File: src/rtl/noc_pkg.sv
// Shared NoC definitions: flit type codes, port indices, scheduler states.
// Also used by other allocators in the router.
package noc_pkg;

  localparam logic [2:0] FLIT_HEAD   = 3'b001;
  localparam logic [2:0] FLIT_BODY   = 3'b010;
  localparam logic [2:0] FLIT_TAIL   = 3'b100;
  localparam logic [2:0] FLIT_SINGLE = 3'b101;

  localparam int P_L = 0;
  localparam int P_N = 1;
  localparam int P_E = 2;
  localparam int P_W = 3;
  localparam int P_S = 4;

  typedef enum logic {
    S_IDLE,
    S_LOCKED
  } state_t;

  function automatic logic is_head(logic [2:0] f);
    return (f == FLIT_HEAD) || (f == FLIT_SINGLE);
  endfunction

  function automatic logic is_tail(logic [2:0] f);
    return (f == FLIT_TAIL) || (f == FLIT_SINGLE);
  endfunction

endpackage

File: src/rtl/noc_output_scheduler_if.sv
// Output-port scheduler bundle: requests and flit types in,
// grant, mux select, transfer strobe and credit status out.
interface noc_output_scheduler_if #(
  parameter int NPORT   = 5,
  parameter int CREDITS = 4
);
  localparam int CW = $clog2(CREDITS + 1);

  logic [NPORT-1:0]   req;
  logic [3*NPORT-1:0] flit_id;
  logic               credit_in;
  logic [NPORT-1:0]   grant;
  logic [2:0]         sel;
  logic               fwd;
  logic [CW-1:0]      credits;
  logic               timeout;
  logic               credit_err;

  modport master (
    output req, flit_id, credit_in,
    input  grant, sel, fwd, credits, timeout, credit_err
  );

  modport slave (
    input  req, flit_id, credit_in,
    output grant, sel, fwd, credits, timeout, credit_err
  );
endinterface

File: src/rtl/rr_pick.sv
// Rotating-priority encoder: first set cand bit scanning ptr, ptr+1, ...
// The lowest rotation offset wins, so the loop walks offsets downwards.
module rr_pick #(
  parameter int NPORT = 5
) (
  input  logic [NPORT-1:0] cand,
  input  logic [2:0]       ptr,
  output logic             valid,
  output logic [2:0]       index
);
  logic [2:0] j;

  always_comb begin
    valid = 1'b0;
    index = '0;
    j     = '0;
    for (int k = NPORT - 1; k >= 0; k--) begin
      j = 3'((int'(ptr) + k) % NPORT);
      if (cand[j]) begin
        valid = 1'b1;
        index = j;
      end
    end
  end
endmodule

File: src/rtl/noc_output_scheduler.sv
// Wormhole round-robin scheduler for one router output port, with
// credit gating and a watchdog that force-releases a stalled owner.
module noc_output_scheduler
  import noc_pkg::*;
#(
  parameter int NPORT   = 5,
  parameter int CREDITS = 4,
  parameter int TIMEOUT = 64
) (
  input logic             clk,
  input logic             rst,
  noc_output_scheduler_if.slave bus
);
  localparam int CW = $clog2(CREDITS + 1);
  localparam int WW = $clog2(TIMEOUT + 1);

  state_t           state, state_nx;
  logic [2:0]       owner, owner_nx;
  logic [2:0]       ptr, ptr_nx;
  logic [2:0]       sel_q, sel_nx;
  logic [NPORT-1:0] grant_q, grant_nx;
  logic [WW-1:0]    wd, wd_nx;
  logic [CW-1:0]    cnt, cnt_nx;
  logic             timeout_q, cerr_q;

  logic [NPORT-1:0] cand;
  logic             pick_v;
  logic [2:0]       pick_i;
  logic [2:0]       own_flit;
  logic             own_req;
  logic             fwd;
  logic             expire;
  logic             cerr_nx;
  logic [2:0]       ptr_after;

  always_comb begin
    cand     = '0;
    own_flit = FLIT_BODY;
    own_req  = 1'b0;
    for (int i = 0; i < NPORT; i++) begin
      cand[i] = bus.req[i] && is_head(bus.flit_id[3*i +: 3]);
      if (owner == 3'(i)) begin
        own_flit = bus.flit_id[3*i +: 3];
        own_req  = bus.req[i];
      end
    end
  end

  rr_pick #(.NPORT(NPORT)) u_pick (
    .cand  (cand),
    .ptr   (ptr),
    .valid (pick_v),
    .index (pick_i)
  );

  assign fwd = (state == S_LOCKED) && own_req && (cnt != '0);
  assign ptr_after = (owner == 3'(NPORT - 1)) ? 3'd0 : owner + 3'd1;

  always_comb begin
    state_nx = state;
    owner_nx = owner;
    ptr_nx   = ptr;
    sel_nx   = sel_q;
    grant_nx = grant_q;
    wd_nx    = wd;
    expire   = 1'b0;
    unique case (state)
      S_IDLE: begin
        wd_nx = '0;
        if (pick_v) begin
          state_nx = S_LOCKED;
          owner_nx = pick_i;
          sel_nx   = pick_i;
          grant_nx = NPORT'(1) << pick_i;
        end
      end
      S_LOCKED: begin
        if (fwd) begin
          wd_nx = '0;
          if (is_tail(own_flit)) begin
            state_nx = S_IDLE;
            grant_nx = '0;
            sel_nx   = '0;
            ptr_nx   = ptr_after;
          end
        end else if (wd == WW'(TIMEOUT - 1)) begin
          expire   = 1'b1;
          wd_nx    = '0;
          state_nx = S_IDLE;
          grant_nx = '0;
          sel_nx   = '0;
          ptr_nx   = ptr_after;
        end else begin
          wd_nx = wd + 1'b1;
        end
      end
      default: state_nx = S_IDLE;
    endcase
  end

  // Simultaneous fwd and credit_in cancel out.
  always_comb begin
    cnt_nx  = cnt;
    cerr_nx = bus.credit_in && (cnt == CW'(CREDITS));
    if (fwd && !bus.credit_in)
      cnt_nx = cnt - 1'b1;
    else if (!fwd && bus.credit_in && !cerr_nx)
      cnt_nx = cnt + 1'b1;
  end

  always_ff @(posedge clk) begin
    if (rst) begin
      state     <= S_IDLE;
      owner     <= '0;
      ptr       <= '0;
      sel_q     <= '0;
      grant_q   <= '0;
      wd        <= '0;
      cnt       <= CW'(CREDITS);
      timeout_q <= 1'b0;
      cerr_q    <= 1'b0;
    end else begin
      state     <= state_nx;
      owner     <= owner_nx;
      ptr       <= ptr_nx;
      sel_q     <= sel_nx;
      grant_q   <= grant_nx;
      wd        <= wd_nx;
      cnt       <= cnt_nx;
      timeout_q <= expire;
      cerr_q    <= cerr_nx;
    end
  end

  assign bus.grant      = grant_q;
  assign bus.sel        = sel_q;
  assign bus.fwd        = fwd;
  assign bus.credits    = cnt;
  assign bus.timeout    = timeout_q;
  assign bus.credit_err = cerr_q;
endmodule
File: src/flat_wrapper.sv
// flat-port wrapper written by rule: the top's interface ports become plain ports
module noc_output_scheduler_flat import noc_pkg::*;
#(
  parameter int NPORT   = 5,
  parameter int CREDITS = 4,
  parameter int TIMEOUT = 64
)
  (clk, rst, bus_req, bus_flit_id, bus_credit_in, bus_grant, bus_sel, bus_fwd, bus_credits, bus_timeout, bus_credit_err);
  noc_output_scheduler_if #(.NPORT(NPORT), .CREDITS(CREDITS)) bus_i ();
  input logic clk;
  input logic rst;
  input wire logic [$bits(bus_i.req)-1:0] bus_req;
  input wire logic [$bits(bus_i.flit_id)-1:0] bus_flit_id;
  input wire logic [$bits(bus_i.credit_in)-1:0] bus_credit_in;
  output wire logic [$bits(bus_i.grant)-1:0] bus_grant;
  output wire logic [$bits(bus_i.sel)-1:0] bus_sel;
  output wire logic [$bits(bus_i.fwd)-1:0] bus_fwd;
  output wire logic [$bits(bus_i.credits)-1:0] bus_credits;
  output wire logic [$bits(bus_i.timeout)-1:0] bus_timeout;
  output wire logic [$bits(bus_i.credit_err)-1:0] bus_credit_err;
  assign bus_i.req = bus_req;
  assign bus_i.flit_id = bus_flit_id;
  assign bus_i.credit_in = bus_credit_in;
  assign bus_grant = bus_i.grant;
  assign bus_sel = bus_i.sel;
  assign bus_fwd = bus_i.fwd;
  assign bus_credits = bus_i.credits;
  assign bus_timeout = bus_i.timeout;
  assign bus_credit_err = bus_i.credit_err;
  noc_output_scheduler #(.NPORT(NPORT), .CREDITS(CREDITS), .TIMEOUT(TIMEOUT)) u_core (.clk(clk), .rst(rst), .bus(bus_i));
endmodule
File: config.mk
export PLATFORM = sky130hd
export DESIGN_NAME = noc_output_scheduler_flat
export DESIGN_NICKNAME = d
export VERILOG_FILES = /design/src/rtl/noc_pkg.sv /design/src/rtl/noc_output_scheduler_if.sv /design/src/rtl/rr_pick.sv /design/src/rtl/noc_output_scheduler.sv /design/src/flat_wrapper.sv
export SDC_FILE = /design/constraint.sdc
export NUM_CORES = 1
export LEC_CHECK = 0
export CORE_ASPECT_RATIO = 0.6
export CORE_MARGIN = 2
export CORE_UTILIZATION = 40
export CTS_CLUSTER_DIAMETER = 40
export CTS_CLUSTER_SIZE = 28
export DETAILED_ROUTE_END_ITERATION = 12
export DONT_BUFFER_PORTS = 1
export GPL_TIMING_DRIVEN = 0
export PLACE_DENSITY = 0.66
export SLEW_MARGIN = 15
export SYNTH_ARGS = -nofsm -noshare
export SYNTH_HDL_FRONTEND = slang
export SYNTH_SLANG_ARGS = --single-unit
File: constraint.sdc
create_clock -name clk -period 5.9 [get_ports clk]
set_clock_uncertainty 0.05 [all_clocks]
set_input_delay 1.475 -clock clk [delete_from_list [all_inputs] [get_ports clk]]
set_output_delay 1.475 -clock clk [all_outputs]
set_load 0.01 [all_outputs]
==> results of run 1 <==
-- cells in the mapped netlist (all sizes together) (3+ instances only) --
cell	n
a211o	4
a211oi	6
a21boi	4
a21o	6
a21oi	20
a221oi	4
a31oi	7
and2	5
and3	4
and3b	3
buf	6
clkbuf	8
dfxtp	27
ha	30
inv	26
mux2	5
mux2i	8
mux4	3
nand2	27
nand2b	10
nand3	8
nand3b	7
nand4	4
nand4b	3
nor2	30
nor2b	7
nor3	7
nor3b	5
o211ai	5
o21ai	18
or2	3
or4	3
xnor2	11
-- placed cells by master, fill, tap and decap left out, types with 4 or more instances in the layout --
cell type,count
sky130_fd_sc_hd__a211o_1,4
sky130_fd_sc_hd__a211oi_1,6
sky130_fd_sc_hd__a21o_1,5
sky130_fd_sc_hd__a21oi_1,19
sky130_fd_sc_hd__a221oi_1,4
sky130_fd_sc_hd__a31oi_1,6
sky130_fd_sc_hd__and2_1,4
sky130_fd_sc_hd__and3_1,4
sky130_fd_sc_hd__buf_4,8
sky130_fd_sc_hd__clkbuf_1,7
sky130_fd_sc_hd__dfxtp_1,27
sky130_fd_sc_hd__ha_1,30
sky130_fd_sc_hd__inv_1,24
sky130_fd_sc_hd__mux2i_1,8
sky130_fd_sc_hd__nand2_1,27
sky130_fd_sc_hd__nand2b_1,10
sky130_fd_sc_hd__nand3_1,8
sky130_fd_sc_hd__nand3b_1,7
sky130_fd_sc_hd__nand4_1,4
sky130_fd_sc_hd__nor2_1,30
sky130_fd_sc_hd__nor2b_1,7
sky130_fd_sc_hd__nor3_1,6
sky130_fd_sc_hd__nor3b_1,5
sky130_fd_sc_hd__o211ai_1,4
sky130_fd_sc_hd__o21ai_0,12
sky130_fd_sc_hd__o21ai_1,6
sky130_fd_sc_hd__xnor2_1,11
-- worst min-delay path by stage --
| stage | start | end | slack, ns | cells past startpoint |
|---|---|---|---|---|
| finish | u_core.wd[6] | u_core.bus.timeout | 0.42 | 1 |
| global placement | u_core.wd[0] | u_core.wd[0] | 0.38 | 1 |
| CTS | u_core.wd[0] | u_core.wd[0] | 0.42 | 1 |
| detailed placement | u_core.wd[0] | u_core.wd[0] | 0.41 | 1 |
| floorplan | u_core.wd[0] | u_core.wd[0] | 0.37 | 1 |
| global route | u_core.wd[6] | u_core.bus.timeout | 0.44 | 1 |
-- power breakdown --
group | switching (mW) | internal, mW | leakage [nW]
registers | 0.0608 | 0.222 | 0.219
clock network | 0.0653 | 0.0916 | 0.0409
logic | 0.369 | 0.280 | 1.02
total | 0.495 | 0.594 | 1.28
-- per-layer routing --
layer	track usage (%)	vias up	wire, um
met5	0	-	0
met1	32.51	1271	4036
met4	2.008	0	37
li1	-	1347	-
met2	24.00	140	2777
met3	3.299	7	745
-- metrics by stage --
stage,std cells,worst slack [ns],hold slack (ns),util [%]
2_1_floorplan,361,1.072,0.3676,-
3_3_place_gp,452,0.2337,0.3784,42.43
3_5_place_dp,452,0.1677,0.4072,42.43
4_1_cts,456,0.1154,0.4169,43.54
5_1_grt,461,0.04097,0.4363,44.17
6_report,461,0.4356,0.4157,44.17
-- worst max-delay path, stage by stage (launching register included) --
cell	delay, ns
sky130_fd_sc_hd__dfxtp_1	0.58
sky130_fd_sc_hd__clkinvlp_4	0.40
sky130_fd_sc_hd__ha_1	0.36
sky130_fd_sc_hd__inv_1	0.08
sky130_fd_sc_hd__ha_1	0.22
sky130_fd_sc_hd__inv_1	0.09
sky130_fd_sc_hd__ha_1	0.23
sky130_fd_sc_hd__nor3_1	0.28
sky130_fd_sc_hd__or3_1	0.15
sky130_fd_sc_hd__clkbuf_1	0.22
sky130_fd_sc_hd__nand2_1	0.12
sky130_fd_sc_hd__ha_1	0.21
sky130_fd_sc_hd__nand2b_1	0.13
sky130_fd_sc_hd__a22oi_1	0.42
sky130_fd_sc_hd__mux2_2	0.43
sky130_fd_sc_hd__a21o_2	0.20
sky130_fd_sc_hd__or4_1	0.48
sky130_fd_sc_hd__a31oi_1	0.31
sky130_fd_sc_hd__nor2_1	0.12
sky130_fd_sc_hd__a32o_2	0.27
-- cells by family (layout without fill, tap and decap cells) --
kind of cell,count (synthesis),count (layout),share of synthesized area [%]
AO/OA/AOI/OAI,100,100,25.84
XOR/XNOR,13,13,3.867
adder cells (fa/ha/maj),31,31,13.43
buffers and inverters,41,50,6.459
flip-flops,27,27,18.36
multiplexers,16,16,6.927
AND/OR/NAND/NOR,133,133,25.12
-- area by class of cell --
class / instances / area (um^2)
fillers: 708 / 4024
multi-input cells: 293 / 2213
flip-flops and latches: 27 / 540.5
well taps: 91 / 113.9
inverters: 26 / 101.3
plain buffers: 14 / 88.84
clock buffers: 3 / 75.07
repair buffers: 6 / 45.04
clock inverters: 1 / 5.005
-- state kept, by name (all words and copies together) (netlist names) --
register	count
u_core.bus.grant	5
u_core.wd	7
u_core.bus.credit_err	1
u_core.bus.timeout	1
u_core.bus.credits	3
u_core.ptr	3
u_core.owner	3
u_core.state	1
u_core.bus.sel	3
-- repair_timing --
action,4_1_cts,5_1_grt
gates resized for setup,0,1
endpoints found under the setup margin,0,8
hold endpoints to repair,0,0
buffers inserted,0,6
==> out/summary.json, run 1 <==
{
  "outcome": {
    "run_status": "complete, no violations"
  },
  "sta": {
    "final-setup-viol-count": 0,
    "time_the_worst_path_needs_with_i_o_delays_and_setup_ns": 5.464,
    "timing_worst_slew_pin_value_ns": 0.8659,
    "fin_crit_sh_pct": 92.62,
    "unrepaired_setup_endpoints_after_global_routing": "false",
    "maxSlewViolCount": 0,
    "slew_headroom_pct": 41.74,
    "setup-tns-final_ns": 0,
    "number_of_hold_slack_violations_in_the_final_timing_report": 0,
    "clock.fmax_mhz": 183.0
  },
  "setup_path": {
    "cp-startpoint": "u_core.ptr[1]",
    "worst_ep_required_time_ns": 6.01,
    "worstRegToRegCells": 19,
    "crit_path_start_kind": "flip-flop",
    "crit-reg2reg-launch": "u_core.ptr[1]",
    "critical_path.reg2reg.endpoint": "u_core.bus.grant[0]",
    "critical_path.endpoint": "u_core.bus.grant[0]",
    "timing.reg2reg.setup_slack_ns": 0.44,
    "critical_path_class": "flip-flop to flip-flop",
    "worstPathMaxFanout": 14,
    "timing.critical_path.to_type": "flip-flop",
    "cp_data_arrival_time_ns": 5.57
  },
  "yosys": {
    "synth_top_cell_by_area": "sky130_fd_sc_hd__dfxtp_1",
    "synth.net_count": 415,
    "syn_area_per_cell_um2": 8.155,
    "number_of_enable_type_register_cells_in_the_synthesized_netlist": 0,
    "netlist_area_um2": 2944,
    "synth-warning-count": 0,
    "synth_area_leaders": "sky130_fd_sc_hd__dfxtp_1 18%, sky130_fd_sc_hd__ha_1 13%, sky130_fd_sc_hd__nor2_1 3.8%",
    "cell_count_after_synthesis": 361,
    "synth_top_flop_cell": "sky130_fd_sc_hd__dfxtp_1",
    "ys_seq_elements": 27,
    "ys_async_sr_fraction_pct": 0,
    "netlist.area_leader.share_pct": 18.36,
    "yosysUniqueCellTypes": 76,
    "synth_sequential_area_ratio_pct": 18.36
  },
  "routing": {
    "postRouteAntennaNets": 0,
    "routed-via-count": 2765,
    "detailedRoute.firstPassIterationCount": 5,
    "wl_per_cell_um": 16.48,
    "drt-initial-drc-count": 245,
    "finalWirelength_um": 7597,
    "avgViaCountPerCell": 5.998,
    "drt_drc_violations_left": 0
  },
  "die": {
    "core_region_area_um2": 7207,
    "initial_utilization_pct": 40.85,
    "die_x_um": 114.8,
    "die_area_um2": 8085,
    "die_y_um": 70.46,
    "core.rowCount": 24,
    "ios": 37
  },
  "clock_network": {
    "tritoncts": "yes",
    "clock_pin_slew_on_the_worst_setup_and_hold_paths_ns": 0.07,
    "cts-buffers-inserted": 3,
    "cts_max_level": 1,
    "clock-root-buffer": "sky130_fd_sc_hd__clkbuf_16",
    "post_cts_hold_buffer_count": 0,
    "clock-sinks": 27,
    "clk_path_buf_depth": 2,
    "clock_latency_late_sink_ns": 0.26
  },
  "finish": {
    "antennaDiodeCount": 0,
    "design_area_um2": 3183,
    "layout.nets": 425,
    "flow.area_growth_from_synthesis_pct": 8.117,
    "layout-drive-gt1-share_pct": 10.81
  },
  "place": {
    "dpl-instance-area_um2": 3058,
    "port-buffer-count": 0,
    "routabilityCongestion": 1.002,
    "detailedPlacementHpwl_um": 6109
  },
  "grt": {
    "grt_start_max_net_pins": 16,
    "aggregate_global_routing_overflow": 0,
    "grt_util_all_layers_pct": 18.91,
    "grt_first_pass_wirelength_um": 12260,
    "initial_antenna_violation_count": 0,
    "grt_pass1_vias": 2319
  },
  "run": {
    "max_cap_viol_count": 0
  },
  "power_and_ir_drop": {
    "power_density_nw_per_um2": 342.3,
    "post-layout-total-power_mw": 1.090,
    "ir_worst_vdd_uv": 160.3,
    "cellLeakagePower_nw": 1.278
  },
  "min_path": {
    "min-delay-path-class": "flip-flop to flip-flop"
  }
}
(Power assumes the default switching activity.)
==> run 2: changes to the inputs <==
--- a/config.mk
+++ b/config.mk
@@ -5,6 +5,8 @@
 export SDC_FILE = /design/constraint.sdc
 export NUM_CORES = 1
 export LEC_CHECK = 0
+export ABC_AREA = 1
+export CAP_MARGIN = 20
 export CORE_ASPECT_RATIO = 0.6
 export CORE_MARGIN = 2
 export CORE_UTILIZATION = 40
==> run 2 against run 1 <==
  * Total power rose by 2.6%
  * Sequential share of layout area rose by 1.2 points
  * Register-to-register slack improved by 1.0 ns
  * Sequential power barely moved
  * Synthesized cell count rose by 22%
  * Flip-flop and latch count did not move
  * Critical path depth rose by 9
  * Critical path type unchanged
  * Largest power group unchanged
  * Highest routed layer unchanged
==> out/summary.json, run 2 <==
{
  "sta": {
    "maxSlewViolCount": {"value": 0, "change": "unchanged"},
    "slew_headroom": {"value": 52.98, "unit": "%", "change": "+11 points"},
    "time_the_worst_path_needs_with_i_o_delays_and_setup": {"value": 4.424, "unit": "ns", "change": "-1.040 ns"},
    "final-setup-viol-count": {"value": 0, "change": "unchanged"},
    "number_of_hold_slack_violations_in_the_final_timing_report": {"value": 0, "change": "unchanged"},
    "fin_crit_sh": {"value": 74.99, "unit": "%", "change": "-18 points"},
    "clock.fmax": {"value": 226.0, "unit": "MHz", "change": "+24%"},
    "timing_worst_slew_pin_value": {"value": 0.6999, "unit": "ns", "change": "-0.1660 ns"},
    "setup-tns-final": {"value": 0, "unit": "ns", "change": "unchanged"},
    "unrepaired_setup_endpoints_after_global_routing": "false"
  },
  "grt": {
    "grt_start_max_net_pins": {"value": 16, "change": "unchanged"},
    "grt_pass1_vias": {"value": 2429, "change": "+4.7%"},
    "grt_util_all_layers": {"value": 17.80, "unit": "%", "change": "-1.1 points"},
    "initial_antenna_violation_count": {"value": 0, "change": "unchanged"},
    "grt_first_pass_wirelength": {"value": 11070, "unit": "um", "change": "-9.7%"},
    "aggregate_global_routing_overflow": {"value": 0, "change": "unchanged"}
  },
  "routing": {
    "drt-initial-drc-count": {"value": 155, "change": "-37%"},
    "detailedRoute.firstPassIterationCount": {"value": 5, "change": "unchanged"},
    "finalWirelength": {"value": 6726, "unit": "um", "change": "-11%"},
    "avgViaCountPerCell": {"value": 5.165, "change": "-14%"},
    "drt_drc_violations_left": {"value": 0, "change": "unchanged"},
    "postRouteAntennaNets": {"value": 0, "change": "unchanged"},
    "wl_per_cell": {"value": 12.62, "unit": "um", "change": "-23%"},
    "routed-via-count": {"value": 2753, "change": "-0.43%"}
  },
  "clock_network": {
    "clk_path_buf_depth": {"value": 2, "change": "unchanged"},
    "clock-sinks": {"value": 27, "change": "unchanged"},
    "cts_max_level": {"value": 1, "change": "unchanged"},
    "cts-buffers-inserted": {"value": 3, "change": "unchanged"},
    "clock-root-buffer": "sky130_fd_sc_hd__clkbuf_16",
    "postCtsSetupRepairBufs": {"value": 0, "change": "unchanged"},
    "clock_pin_slew_on_the_worst_setup_and_hold_paths": {"value": 0.07, "unit": "ns", "change": "about the same"},
    "clock_latency_late_sink": {"value": 0.26, "unit": "ns", "change": "about the same"},
    "post_cts_hold_buffer_count": {"value": 0, "change": "unchanged"},
    "tritoncts": "yes",
    "post_cts_resized": {"value": 0, "change": "unchanged"}
  },
  "run": {
    "max_cap_viol_count": {"value": 0, "change": "unchanged"}
  },
  "yosys": {
    "synth_sequential_area_ratio": {"value": 19.44, "unit": "%", "change": "+1.1 points"},
    "post_synth_xor_area_fraction": {"value": 3.465, "unit": "%", "change": "-0.40 points"},
    "synth_compound_gate_area_share": {"value": 11.43, "unit": "%", "change": "-14 points"},
    "cell_count_after_synthesis": {"value": 442, "change": "+22%"},
    "synth_mux_area_share": {"value": 0, "unit": "%", "change": "-6.9 points"},
    "synth_top_family_by_area": "simple AND/OR/NAND/NOR gates",
    "synth.net_count": {"value": 496, "change": "+20%"},
    "synth-warning-count": {"value": 0, "change": "unchanged"},
    "number_of_enable_type_register_cells_in_the_synthesized_netlist": {"value": 0, "change": "unchanged"},
    "netlist.area_leader.share": {"value": 19.44, "unit": "%", "change": "+1.1 points"},
    "synth_area_leaders": "sky130_fd_sc_hd__dfxtp_1 19%, sky130_fd_sc_hd__nand2_1 17%, sky130_fd_sc_hd__ha_1 14%",
    "yosysUniqueCellTypes": {"value": 39, "change": "-49%"},
    "synth_top_flop_cell": "sky130_fd_sc_hd__dfxtp_1",
    "ys_async_sr_fraction": {"value": 0, "unit": "%", "change": "unchanged"},
    "synth-adder-area-share": {"value": 14.22, "unit": "%", "change": "+0.79 points"},
    "fraction_of_the_mapped_netlist_area_in_simple_logic_gates": {"value": 40.64, "unit": "%", "change": "+16 points"},
    "synth_top_cells_by_count": "124 x sky130_fd_sc_hd__nand2_1, 64 x sky130_fd_sc_hd__inv_1, 58 x sky130_fd_sc_hd__nand3_1",
    "syn_area_per_cell": {"value": 6.290, "unit": "um^2", "change": "-23%"},
    "synth_most_common_cell": "sky130_fd_sc_hd__nand2_1",
    "synth_top_cell_by_area": "sky130_fd_sc_hd__dfxtp_1",
    "netlist_area": {"value": 2780, "unit": "um^2", "change": "-5.6%"},
    "ys_seq_elements": {"value": 27, "change": "unchanged"}
  },
  "finish": {
    "final_common_cell": "sky130_fd_sc_hd__nand2_1",
    "flow.area_growth_from_synthesis_pct": 6.796,
    "layout.nets": {"value": 501, "change": "+18%"},
    "max_flop_register": "u_core.wd",
    "layout-drive-gt1-share": {"value": 10.09, "unit": "%", "change": "-0.72 points"},
    "antennaDiodeCount": {"value": 0, "change": "unchanged"},
    "largest_register_ffs": {"value": 7, "change": "unchanged"},
    "final.fill_count": {"value": 688, "change": "-2.8%"},
    "final_cell_mix": "124 x sky130_fd_sc_hd__nand2_1, 64 x sky130_fd_sc_hd__inv_1, 58 x sky130_fd_sc_hd__nand3_1",
    "design_area": {"value": 2969, "unit": "um^2", "change": "-6.7%"}
  },
  "setup_path": {
    "worst-path-buf-inv": {"value": 4, "change": "unchanged"},
    "worst_ep_required_time": {"value": 6.04, "unit": "ns", "change": "+0.03 ns"},
    "worstPathMaxFanout": {"value": 12, "change": "-2"},
    "max_stage_delay": {"value": 0.45, "unit": "ns", "change": "-0.13 ns"},
    "critical_path_class": "flip-flop to flip-flop",
    "timing.critical_path.mode_cell": "sky130_fd_sc_hd__nand2_1",
    "path_delay_family": "simple AND/OR/NAND/NOR gates",
    "cp_slowest_cell": "sky130_fd_sc_hd__dfxtp_1",
    "crit_path_start_kind": "flip-flop",
    "timing.critical_path.to_type": "flip-flop",
    "cp_data_arrival_time": {"value": 4.57, "unit": "ns", "change": "-1.00 ns"}
  },
  "place": {
    "routabilityCongestion": {"value": 0.8823, "change": "-12%"},
    "dpl-instance-area": {"value": 2889, "unit": "um^2", "change": "-5.5%"},
    "port-buffer-count": {"value": 0, "change": "unchanged"},
    "detailedPlacementHpwl": {"value": 5541, "unit": "um", "change": "-9.3%"}
  },
  "power_and_ir_drop": {
    "cellLeakagePower": {"value": 1.448, "unit": "nW", "change": "+13%"},
    "power.internal": {"value": 551.5, "unit": "uW", "change": "-7.2%"},
    "power_density": {"value": 376.6, "unit": "nW/um^2", "change": "+10%"},
    "power.clock.fraction": {"value": 14.0, "unit": "%", "change": "-0.4 points"},
    "share_seq_of_total_power": {"value": 25.0, "unit": "%", "change": "-1.0 points"},
    "switching_share": {"value": 50.68, "unit": "%", "change": "+5.2 points"},
    "power.net_switching": {"value": 566.7, "unit": "uW", "change": "+14%"},
    "ir_worst_vdd": {"value": 220.7, "unit": "uV", "change": "+38%"},
    "share_comb_of_total_power": {"value": 61.0, "unit": "%", "change": "+1.4 points"}
  },
  "die": {
    "ios": {"value": 37, "change": "unchanged"},
    "die_y": {"value": 68.58, "unit": "um", "change": "-2.7%"},
    "die_area": {"value": 7655, "unit": "um^2", "change": "-5.3%"},
    "initial_utilization": {"value": 41.46, "unit": "%", "change": "+0.61 points"},
    "die_x": {"value": 111.6, "unit": "um", "change": "-2.7%"},
    "core.rowCount": {"value": 23, "change": "-4.2%"},
    "core_region_area": {"value": 6705, "unit": "um^2", "change": "-7.0%"}
  },
  "min_path": {
    "min-delay-path-class": "flip-flop to flip-flop"
  },
  "outcome": {
    "run_status": "complete, no violations"
  }
}
-- run 2: worst paths after layout --
path / start / endpoint / slack (ns) / cells past startpoint
worst min-delay path: u_core.wd[6] / u_core.wd[6] / 0.40 / 2
worst max-delay path: u_core.ptr[0] / u_core.bus.grant[0] / 1.48 / 28
worst min register to register: u_core.wd[6] / u_core.wd[6] / 0.40 / 2
worst max register to register: u_core.ptr[0] / u_core.bus.grant[0] / 1.48 / 28
-- run 2: final cells by class --
| cell class | count | area, um^2 | area share [%] |
|---|---|---|---|
| inverters | 73 | 274.0 | 9.229 |
| well taps | 87 | 108.9 | 3.666 |
| clock inverters | 1 | 5.005 | 0.1686 |
| flip-flops and latches | 27 | 540.5 | 18.20 |
| plain buffers | 5 | 26.28 | 0.8850 |
| clock buffers | 3 | 75.07 | 2.528 |
| multi-input cells | 337 | 1939 | 65.32 |
-- run 2: through the flow --
step	utilization, %	worst slack [ns]	hold WS [ns]	total power [mW]	cells
after floorplan	-	2.219	0.3676	0.8215	442
after global placement	43.09	1.603	0.3808	0.9369	529
after detailed placement	43.09	1.537	0.3853	0.9544	529
after CTS	44.28	1.497	0.3993	1.116	533
after global routing	44.28	0.9274	0.4249	1.231	533
final	44.28	1.476	0.3984	1.118	533
-- run 2: kinds of logic (layout without fill, tap and decap cells) --
| logic type | Yosys count | count (layout) |
|---|---|---|
| flip-flops | 27 | 27 |
| buffers and inverters | 78 | 82 |
| AND/OR/NAND/NOR | 243 | 243 |
| XOR/XNOR | 8 | 8 |
| AO/OA/AOI/OAI | 55 | 55 |
| adder cells (fa/ha/maj) | 31 | 31 |
-- run 2: power by group through the flow --
stage	Sequential, mW	Clock, mW	Combinational (mW)
2_1_floorplan	0.270	0	0.551
3_3_place_gp	0.284	0	0.653
3_5_place_dp	0.284	0	0.671
4_1_cts	0.280	0.159	0.676
5_1_grt	0.288	0.170	0.773
6_report	0.280	0.157	0.682
-- run 2: worst min-delay path: cells and delay by family (launching register included) --
kind	cells	cell delay, ns
DFF	1	0.31
and+or+nand+nor	2	0.10
-- run 2: metal layers --
layer  track usage [%]  up-vias  routed length [um]
li1                  -     1425                   -
met1             25.19     1234                3378
met2             27.50       90                2659
met3             5.594        4                 670
met4             2.160        0                  17
met5                 0        -                   0
==> run 3: changes to the inputs <==
==> constraint.sdc (replaced) <==
create_clock -name clk -period 4.64 [get_ports clk]
set_clock_uncertainty 0.05 [all_clocks]
set_input_delay 1.16 -clock clk [delete_from_list [all_inputs] [get_ports clk]]
set_output_delay 1.16 -clock clk [all_outputs]
set_load 0.01 [all_outputs]
==> run 3 against run 2 <==
  * Maximum frequency increased by 6.5%
  * Count of clock-buffer cells in the layout unchanged
  * Sequential share of layout area about the same
  * Non-clock buffer count unchanged
  * Core utilization increased by 0.22 points
  * Setup slack got worse by 0.99 ns
  * Cell area increased by 0.51%
  * Combinational power increased by 28%
  * Total power increased by 28%
==> out/summary.json, run 3 (same netlist as run 2, synthesis figures left out) <==
{
  "outcome": {
    "run_status": "complete, no violations"
  },
  "power_and_ir_drop": {
    "share_comb_of_total_power": {"value": 61.0, "unit": "%", "change": "about the same"},
    "power.internal": {"value": 704.0, "unit": "uW", "change": "+28%"},
    "power_density": {"value": 478.3, "unit": "nW/um^2", "change": "+27%"},
    "cellLeakagePower": {"value": 1.453, "unit": "nW", "change": "+0.36%"},
    "power.clock.fraction": {"value": 13.9, "unit": "%", "change": "about the same"},
    "power.net_switching": {"value": 723.2, "unit": "uW", "change": "+28%"},
    "share_seq_of_total_power": {"value": 25.0, "unit": "%", "change": "about the same"},
    "switching_share": {"value": 50.67, "unit": "%", "change": "about the same"},
    "ir_worst_vdd": {"value": 280.4, "unit": "uV", "change": "+27%"}
  },
  "routing": {
    "postRouteAntennaNets": {"value": 0, "change": "unchanged"},
    "routed-via-count": {"value": 2742, "change": "-0.40%"},
    "detailedRoute.firstPassIterationCount": {"value": 5, "change": "unchanged"},
    "finalWirelength": {"value": 6750, "unit": "um", "change": "+0.36%"},
    "wl_per_cell": {"value": 12.66, "unit": "um", "change": "+0.36%"},
    "avgViaCountPerCell": {"value": 5.144, "change": "-0.40%"},
    "drt_drc_violations_left": {"value": 0, "change": "unchanged"},
    "drt-initial-drc-count": {"value": 185, "change": "+19%"}
  },
  "sta": {
    "setup-tns-final": {"value": 0, "unit": "ns", "change": "unchanged"},
    "fin_ws": {"value": 0.4857, "unit": "ns", "change": "-0.9900 ns"},
    "unrepaired_setup_endpoints_after_global_routing": "false",
    "final-setup-viol-count": {"value": 0, "change": "unchanged"},
    "clock.fmax": {"value": 240.7, "unit": "MHz", "change": "+6.5%"},
    "fin_crit_sh": {"value": 89.53, "unit": "%", "change": "+15 points"},
    "time_the_worst_path_needs_with_i_o_delays_and_setup": {"value": 4.154, "unit": "ns", "change": "-0.2700 ns"},
    "timing_worst_slew_pin_value": {"value": 0.7164, "unit": "ns", "change": "+0.01646 ns"},
    "maxSlewViolCount": {"value": 0, "change": "unchanged"},
    "number_of_hold_slack_violations_in_the_final_timing_report": {"value": 0, "change": "unchanged"},
    "slew_headroom": {"value": 51.87, "unit": "%", "change": "-1.1 points"},
    "fin_worst_hold_slack": {"value": 0.3981, "unit": "ns", "change": "-0.0003270 ns"}
  },
  "clock_network": {
    "clock_latency_late_sink": {"value": 0.26, "unit": "ns", "change": "about the same"},
    "cts_max_level": {"value": 1, "change": "unchanged"},
    "postCtsSetupRepairBufs": {"value": 0, "change": "unchanged"},
    "tritoncts": "yes",
    "clock_pin_slew_on_the_worst_setup_and_hold_paths": {"value": 0.07, "unit": "ns", "change": "about the same"},
    "clk_path_buf_depth": {"value": 2, "change": "unchanged"},
    "clock-sinks": {"value": 27, "change": "unchanged"},
    "clock-root-buffer": "sky130_fd_sc_hd__clkbuf_16",
    "cts-buffers-inserted": {"value": 3, "change": "unchanged"}
  },
  "die": {
    "die_y": {"value": 68.58, "unit": "um", "change": "unchanged"},
    "die_x": {"value": 111.6, "unit": "um", "change": "unchanged"},
    "die_area": {"value": 7655, "unit": "um^2", "change": "unchanged"},
    "core.rowCount": {"value": 23, "change": "unchanged"},
    "ios": {"value": 37, "change": "unchanged"},
    "initial_utilization": {"value": 41.46, "unit": "%", "change": "unchanged"},
    "core_region_area": {"value": 6705, "unit": "um^2", "change": "unchanged"}
  },
  "setup_path": {
    "worstPathMaxFanout": {"value": 12, "change": "unchanged"},
    "max_stage_delay": {"value": 0.40, "unit": "ns", "change": "-0.05 ns"},
    "cp_data_arrival_time": {"value": 4.30, "unit": "ns", "change": "-0.27 ns"},
    "critical_path_class": "flip-flop to flip-flop",
    "timing.critical_path.to_type": "flip-flop",
    "worst_ep_required_time": {"value": 4.78, "unit": "ns", "change": "-1.26 ns"},
    "timing.critical_path.mode_cell": "sky130_fd_sc_hd__nand2_1",
    "cp_slowest_cell": "sky130_fd_sc_hd__dfxtp_2",
    "crit_path_start_kind": "flip-flop"
  },
  "finish": {
    "largest_register_ffs": {"value": 7, "change": "unchanged"},
    "final_cell_mix": "124 x sky130_fd_sc_hd__nand2_1, 64 x sky130_fd_sc_hd__inv_1, 58 x sky130_fd_sc_hd__nand3_1",
    "storage_element_area": {"value": 543.0, "unit": "um^2", "change": "+0.46%"},
    "antennaDiodeCount": {"value": 0, "change": "unchanged"},
    "multi_input_gate_area_in_the_final_layout": {"value": 1947, "unit": "um^2", "change": "+0.39%"},
    "final_util": {"value": 44.50, "unit": "%", "change": "+0.22 points"},
    "final_common_cell": "sky130_fd_sc_hd__nand2_1",
    "layout.nets": {"value": 501, "change": "unchanged"},
    "flow.area_growth_from_synthesis_pct": 7.336,
    "final.fill_count": {"value": 688, "change": "unchanged"},
    "max_flop_register": "u_core.wd",
    "layout-drive-gt1-share": {"value": 10.76, "unit": "%", "change": "+0.67 points"}
  },
  "grt": {
    "grt_start_max_net_pins": {"value": 16, "change": "unchanged"},
    "aggregate_global_routing_overflow": {"value": 0, "change": "unchanged"},
    "grt_first_pass_wirelength": {"value": 11070, "unit": "um", "change": "unchanged"},
    "initial_antenna_violation_count": {"value": 0, "change": "unchanged"},
    "grt_util_all_layers": {"value": 17.80, "unit": "%", "change": "unchanged"},
    "grt_pass1_vias": {"value": 2429, "change": "unchanged"}
  },
  "min_path": {
    "min-delay-path-class": "flip-flop to flip-flop"
  },
  "place": {
    "dpl_worst_slack": {"value": 0.2771, "unit": "ns", "change": "-1.260 ns"},
    "port-buffer-count": {"value": 0, "change": "unchanged"},
    "detailedPlacementHpwl": {"value": 5541, "unit": "um", "change": "unchanged"},
    "routabilityCongestion": {"value": 0.8823, "change": "unchanged"}
  },
  "run": {
    "max_cap_viol_count": {"value": 0, "change": "unchanged"}
  }
}
## run 3: routing by layer
layer | track usage (%) | part of all wire (%)
met1 | 25.19 | 50
met2 | 27.50 | 40
met3 | 5.594 | 9.8
met4 | 2.160 | 0.47
met5 | 0 | 0
## run 3: timing repair
item / CTS / global route
setup endpoints to repair: 0 / 11
gates resized for setup: 0 / 7
hold buffers: 0 / 0
## run 3: stage by stage
step,cell area [um^2],instances,total power [mW]
3_5_place_dp,2889,529,1.214
4_1_cts,2969,533,1.419
6_report,2984,533,1.427
5_1_grt,2984,533,1.571
3_3_place_gp,2889,529,1.191
2_1_floorplan,2780,442,1.045
## run 3: layout make-up
class	instances	share of cell area (%)
Inverter	73	9.350
Clock buffer	3	2.516
Buffer	5	0.8805
Clock inverter	1	0.1677
Tap cell	87	3.648
Sequential cell	27	18.20
Multi-Input combinational cell	337	65.24
## run 3: worst paths after layout
kind	start	cells after the start	slack, ns	to
worst min-delay path	u_core.wd[6]	2	0.40	u_core.wd[6]
worst max register to register	u_core.ptr[0]	30	0.49	u_core.bus.grant[0]
worst max-delay path	u_core.ptr[0]	30	0.49	u_core.bus.grant[0]
worst min register to register	u_core.wd[6]	2	0.40	u_core.wd[6]
## run 3: critical path: cells and delay by family (launching register included)
family | cells | cell delay, ns
xor gates and xnor gates | 1 | 0.22
DFF | 1 | 0.40
buffers and inverters | 4 | 0.35
adders and majority gates | 4 | 0.95
AOI/OAI and AO/OA | 2 | 0.30
and+or+nand+nor | 19 | 1.78
## run 3: power groups by stage
stage | clock [mW] | combinational, mW | sequential, mW
after floorplan | 0 | 0.701 | 0.344
after global placement | 0 | 0.831 | 0.361
after detailed placement | 0 | 0.853 | 0.361
after CTS | 0.202 | 0.860 | 0.356
after global routing | 0.216 | 0.987 | 0.368
final | 0.199 | 0.871 | 0.357
